<file path="src/rtl/sound_event_scheduler.sv">
// Sound-effect request scheduler: coalesces game requests into a pending set and
// issues the highest-priority effect to the buzzer player, with a silence gap between effects.
module sound_event_scheduler #(
    parameter int GAP_CYCLES  = 5000000,
    parameter int ACK_TIMEOUT = 16
) (
    input  logic       clk,
    input  logic       rstn,
    input  logic [6:0] req_i,
    input  logic       mute_i,
    input  logic       player_busy_i,
    input  logic       clr_err_i,
    output logic [2:0] sound_code_o,
    output logic       play_sound_o,
    output logic [6:0] pending_o,
    output logic       sched_busy_o,
    output logic       timeout_err_o
);
    localparam int GW = (GAP_CYCLES > 1) ? $clog2(GAP_CYCLES) : 1;
    localparam int AW = $clog2(ACK_TIMEOUT);
    localparam logic [GW-1:0] GAP_LAST = GW'(GAP_CYCLES - 1);
    localparam logic [AW-1:0] ACK_LAST = AW'(ACK_TIMEOUT - 1);

    typedef enum logic [2:0] {
        S_IDLE,
        S_ISSUE,
        S_WAIT_ACK,
        S_PLAYING,
        S_GAP
    } state_t;

    state_t          state_q;
    logic [GW-1:0]   gap_cnt_q;
    logic [AW-1:0]   ack_cnt_q;
    logic [6:0]      pending_q;
    logic [6:0]      pending_d;
    logic [6:0]      issue_clear;
    logic [2:0]      sound_code_q;
    logic            play_sound_q;
    logic            timeout_err_q;

    // Highest set bit wins; code is bit index + 1, 0 when nothing is pending.
    function automatic logic [2:0] top_code(input logic [6:0] v);
        logic [2:0] c;
        c = 3'd0;
        for (int i = 0; i < 7; i++) begin
            if (v[i]) c = 3'(i + 1);
        end
        return c;
    endfunction

    always_comb begin
        issue_clear = '0;
        for (int i = 0; i < 7; i++) begin
            issue_clear[i] = (state_q == S_ISSUE) && (sound_code_q == 3'(i + 1));
        end
        if (mute_i) begin
            pending_d = '0;
        end else if (req_i[6]) begin
            pending_d = 7'b1000000;
        end else begin
            pending_d = (pending_q | req_i) & ~issue_clear;
        end
    end

    always_ff @(posedge clk or negedge rstn) begin
        if (!rstn) begin
            state_q       <= S_IDLE;
            gap_cnt_q     <= '0;
            ack_cnt_q     <= '0;
            pending_q     <= '0;
            sound_code_q  <= '0;
            play_sound_q  <= 1'b0;
            timeout_err_q <= 1'b0;
        end else begin
            pending_q    <= pending_d;
            play_sound_q <= 1'b0;
            if (clr_err_i) timeout_err_q <= 1'b0;
            case (state_q)
                S_IDLE: begin
                    // The winner is taken from the pending set the ISSUE cycle will see.
                    if ((pending_q != '0) && !mute_i) begin
                        state_q      <= S_ISSUE;
                        play_sound_q <= 1'b1;
                        sound_code_q <= top_code(pending_d);
                    end
                end
                S_ISSUE: begin
                    state_q   <= S_WAIT_ACK;
                    ack_cnt_q <= '0;
                end
                S_WAIT_ACK: begin
                    if (player_busy_i) begin
                        state_q <= S_PLAYING;
                    end else if (ack_cnt_q == ACK_LAST) begin
                        timeout_err_q <= 1'b1;
                        state_q       <= S_GAP;
                        gap_cnt_q     <= '0;
                    end else begin
                        ack_cnt_q <= ack_cnt_q + 1'b1;
                    end
                end
                S_PLAYING: begin
                    if (!player_busy_i) begin
                        state_q   <= S_GAP;
                        gap_cnt_q <= '0;
                    end
                end
                S_GAP: begin
                    if (gap_cnt_q == GAP_LAST) begin
                        state_q <= S_IDLE;
                    end else begin
                        gap_cnt_q <= gap_cnt_q + 1'b1;
                    end
                end
                default: state_q <= S_IDLE;
            endcase
        end
    end

    assign sound_code_o  = sound_code_q;
    assign play_sound_o  = play_sound_q;
    assign pending_o     = pending_q;
    assign timeout_err_o = timeout_err_q;
    assign sched_busy_o  = (state_q != S_IDLE) || (pending_q != '0);

endmodule

</file>
<file path="config.mk">
export PLATFORM = sky130hd
export DESIGN_NAME = sound_event_scheduler
export DESIGN_NICKNAME = d
export VERILOG_FILES = /design/src/rtl/sound_event_scheduler.sv
export SDC_FILE = /design/constraint.sdc
export NUM_CORES = 1
export LEC_CHECK = 0
export ABC_AREA = 1
export CORE_ASPECT_RATIO = 0.6
export CORE_MARGIN = 4
export CORE_UTILIZATION = 40
export CTS_CLUSTER_SIZE = 16
export DETAILED_ROUTE_END_ITERATION = 6
export PLACE_DENSITY_LB_ADDON = 0.08
export SYNTH_ARGS = -nofsm -noshare
export SYNTH_HDL_FRONTEND = slang
export SYNTH_SLANG_ARGS = --single-unit
</file>
<file path="constraint.sdc">
create_clock -name clk -period 1.79 [get_ports clk]
set_clock_uncertainty 0.15 [all_clocks]
set_input_delay 0.4475 -clock clk [delete_from_list [all_inputs] [get_ports clk]]
set_output_delay 0.4475 -clock clk [all_outputs]
set_load 0.05 [all_outputs]
</file>
### After elaboration in Yosys (flattened, before gate mapping)

Index checks and enable logic that the tools add are counted.

| storage, ports and cells | value |
|---|---|
| flip-flop bits (word level) | 42 |
| input bits | 12 |
| output and inout port bits | 13 |
| word-level logic and storage cells | 81 |

| cells by class | value |
|---|---|
| add/sub/neg operators | 2 |
| equal/unequal tests | 21 |
| mux-type cells | 29 |
| bitwise operators | 3 |
| reductions and logical operators | 19 |

Operators by type and width:

| kind | count |
|---|---|
| $mux W23 | 4 |
| $pmux W23 S3 | 1 |
| $mux W3 | 11 |
| $add A23 B1 Y23 const B | 1 |
| $eq A23 B23 Y1 const B | 1 |
| $eq A3 B3 Y1 const B | 5 |
| $pmux W3 S5 | 1 |
| $mux W7 | 2 |
| $ne A2 B2 Y1 const B | 7 |
| $eq A3 B2 Y1 const B | 4 |
| $logic_and A1 B1 Y1 | 8 |
| $mux W4 | 2 |
| $pmux W4 S2 | 1 |
| $and A7 B7 Y7 | 1 |
| $mux W1 | 7 |
| $not A7 Y7 | 1 |
| $or A7 B7 Y7 | 1 |
| $reduce_bool A7 Y1 | 1 |
| $eq A3 B1 Y1 const B | 2 |
| $reduce_bool A3 Y1 | 2 |
| $reduce_and A5 Y1 | 1 |
| $add A4 B1 Y4 const B | 1 |
| $eq A4 B4 Y1 const B | 1 |
| $reduce_and A4 Y1 | 1 |
| other kinds (7) | 7 |

### Logic depth before layout (Yosys ltp)

| logic depth | value |
|---|---|
| word-level depth | 13 |
| gate-level depth with buffers | 11 |
| mapped depth without buffers | 11 |

### Least setup slack after synthesis

OpenSTA, ideal clock, no wires.

| timing path | value |
|---|---|
| path type | register to output |
| start | reg pending_q[4], in the netlist pending_o[4] |
| end | out sched_busy_o |
| arrival | 1,431 ps |
| required time | 1,192 ps |
| slack | -238 ps |
| stages on the path, launching flop included | 4 |
| buffers on the path | 0 |
| cell sequence | dfrtp_1 > or2_1 > nor3_1 > nand2_1 |

| on the way | value |
|---|---|
| longest elaborated chain between the ends | 2 |

RTL lines:

| element | line | source |
|---|---|---|
| start, declared | 35 | `logic [6:0] pending_q;` |
| start signal, assigned | 76 | `pending_q <= pending_d;` |
| $reduce_bool A7 Y1 | 125 | `assign sched_busy_o = (state_q != S_IDLE) \|\| (pending_q != '0);` |
| $logic_or A1 B1 Y1 | 125 |  |
| end, declared | 16 | `output logic sched_busy_o,` |

No other way between the ends.

### Worst setup path in the final report

| timing path | value |
|---|---|
| start | reg state_q[0] |
| end | out sched_busy_o |

| on the way | value |
|---|---|
| longest elaborated chain between the ends | 2 |

RTL lines:

| element | line | source |
|---|---|---|
| start, declared | 32 | `state_t state_q;` |
| start signal, assigned | 68 | `state_q <= S_IDLE;` |
| start signal, assigned | 83 | `state_q <= S_ISSUE;` |
| start signal, assigned | 89 | `state_q <= S_WAIT_ACK;` |
| $reduce_bool A3 Y1 | 125 |  |
| $logic_or A1 B1 Y1 | 125 |  |

No other way between the ends.

==> results.yml <==
layout:
  final_core_util_pct: 59.5
  stdcell_area_sq_um: 3650
  antenna_cells: 0
  syn2layout_area_growth_pct: 43.8
  drive_gt1_share_pct: 30.8
  num-nets-final: 439
worst_setup_path:
  crit_slowest_cell: "dfrtp_1"
  arrival_ps: 1350
  worstPathCellList: "nor2_1 > inv_1 > nor2_2 > nand2_2 > buf_6"
  reg2reg_setup_slack_ps: 60
  critPathKind: "reg2out"
  reg2reg_depth: 9
  end_kind: "output port"
  r2r-end: "gap_cnt_q[7]$_DFFE_PN0P_"
  start_kind: "register"
  cp_max_fo: 4
  critPathMaxStageDelay_ps: 430
  r2r-start: "ack_cnt_q[1]$_DFFE_PN0P_"
  cp.required_ps: 1190
synth:
  synthTopCellsByCount: "nand2_1 (93), nor2_1 (59), dfrtp_1 (42)"
  synth_area_leaders: "dfrtp_1 (41%), nand2_1 (14%), nor2_1 (8.7%)"
  async_flop_share_pct: 100
  synth_warnings: 0
  synth.avg_cell_area_sq_um: 7.22
  netlist_instances: 352
  synth_seq_cells: 42
  synth_top_area_share_pct: 41.4
  synth_edf_count: 0
  netlist_area_sq_um: 2540
  yosys.area.top_type: "dfrtp_1"
  ys_types: 28
  ys.flop_type: "dfrtp_1"
  yosysMostFrequentCell: "nand2_1"
  ys_seq_area_share_pct: 41.4
  syn_nets: 366
power:
  leakage_nw: 1.67
  power_density_nw_per_um2: 1260
  max-vdd-ir-drop_mv: 1.23
run_status:
  violations: "negative setup slack"
  status: "complete, but fails checks"
sta:
  period_share_pct: 109
  fin_ws_ps: -157
  finalHoldViolations: 0
  final-max-slew-violation-count: 0
  fmax_mhz: 514
  rsz0062_at_grt: "true"
  worstMarginPinSlew_ps: 545
  finalCriticalPeriod_ps: 1950
  relSlewSlack_pct: 63.6
  finalSetupViolations: 1
drt:
  drtPass1Iterations: 5
  drc: 0
  vias: 2479
  drt_iter0_markers: 196
  wl_per_cell_um: 13.9
  via_per_inst: 4.86
  routed_wl_um: 7110
  drtAntennaViolNets: 0
min_path:
  hold_depth: 2
  hold_start: "ack_cnt_q[1]$_DFFE_PN0P_"
  hold_path_class: "reg2reg"
  min_to: "ack_cnt_q[1]$_DFFE_PN0P_"
floorplanning:
  coreArea_sq_um: 6140
  io_pins: 25
  die_y_um: 69.7
  die_width_um: 111
  start_util_pct: 41.4
  rows: 22
  die_area_sq_um: 7730
clocking:
  cts_sinks: 42
  clk_path_buf_depth: 2
  cts_max_level: 2
  cts_tree: "yes"
  ctsRootBufferMaster: "clkbuf_8"
  clock_latency_ps: 300
  cts_buffers: 5
  path_clk_slew_ps: 80
placed_design:
  place_hpwl_um: 5330
  place_area_sq_um: 3290
  port_buffers: 24
  routabilityCongestion: 0.957
global_routing:
  grt_pass1_vias: 2124
  grt_overflow: 0
  grt_usage_pct: 17.7
  grt_start_max_net_pins: 43
  antenna_found_initial: 0
  grt_pass1_wl_um: 11100
run:
  max_cap_viol_count: 0
-- through the flow --
stage	power (mW)	cells	TNS [ps]	hold WS (ps)	worst slack (ps)
CTS	4.20	502	-172	377	-172
finish	4.61	510	-157	374	-157
floorplan	2.58	352	0	1.91	42.5
detailed placement	3.41	493	-1030	292	-241
global route	4.92	510	-598	397	-251
global placement	3.40	493	-948	289	-136
-- area by class of cell --
cell class,instances,area (sq um)
timing repair buffer,71,785
clock buffer,6,72.6
tap,84,105
inverter,45,174
multi-input combinational,260,1410
fill,545,2480
clock inverter,2,37.5
sequential,42,1070
-- worst max path at each step --
| stage | start | to | cells after the start |
|---|---|---|---|
| 2_1_floorplan | pending_o[4]$_DFF_PN0_ | sched_busy_o | 3 |
| 3_3_place_gp | mute_i | sound_code_o[1]$_DFFE_PN0P_ | 9 |
| 3_5_place_dp | mute_i | sound_code_o[0]$_DFFE_PN0P_ | 11 |
| 4_1_cts | pending_o[4]$_DFF_PN0_ | sched_busy_o | 4 |
| 5_1_grt | pending_o[0]$_DFF_PN0_ | sched_busy_o | 5 |
| 6_report | state_q[0]$_DFFE_PN0P_ | sched_busy_o | 5 |
-- sequential cells by signal (all words and copies together), names as in the netlist --
| register | flops |
|---|---|
| gap_cnt_q | 23 |
| pending_o | 7 |
| ack_cnt_q | 4 |
| sound_code_o | 3 |
| state_q | 3 |
| play_sound_o | 1 |
| timeout_err_o | 1 |
-- worst max-delay path: cells and delay by family (launching register included) --
family        cells  cell delay, ps
simple gates      3             400
flops             1             430
buf+inv           2             220
-- routing by layer --
layer,global-route usage [%],part of all wire [%],up-vias
li1,-,-,1263
met5,0,0,-
met3,5.75,7.6,5
met4,2.87,0.53,0
met1,30.4,56,1143
met2,20.3,36,68
-- cell families (layout without fill, tap and decap cells) --
logic type,Yosys count,in the layout,share of synthesized area (%)
XOR/XNOR,15,15,5.17
buffers and inverters,50,124,8.37
adder cells (fa/ha/maj),2,2,0.985
AND/OR/NAND/NOR,213,213,36.7
flip-flops,42,42,41.4
AO/OA/AOI/OAI,30,30,7.39
-- cells in the final DEF (no fill, tap or decap), types with 11 or more instances in the layout --
cell / count
xor2_1: 12
inv_1: 38
nand3_1: 29
buf_4: 41
nand2_1: 87
nor2_1: 51
dfrtp_1: 30
dfrtp_2: 12
o21ai_2: 11
buf_12: 15
nand4_1: 11
-- repair_timing --
| item | 4_1_cts | 5_1_grt |
|---|---|---|
| buffers inserted | 0 | 6 |
| hold endpoints to repair | 42 | 0 |
| hold buffers | 1 | 0 |
| gates cloned | 0 | 2 |
| resized for setup | 5 | 39 |
| pin swaps | 0 | 10 |
| setup endpoints to repair | 3 | 28 |
-- power breakdown --
| part | internal [mW] | total, mW | switching, mW | leakage [nW] |
|---|---|---|---|---|
| registers | 1.18 | 1.43 | 0.248 | 0.541 |
| clock network | 0.416 | 0.751 | 0.335 | 0.0514 |
| logic | 1.08 | 2.43 | 1.35 | 1.08 |
No activity file was read; power rests on OpenSTA's default activity.
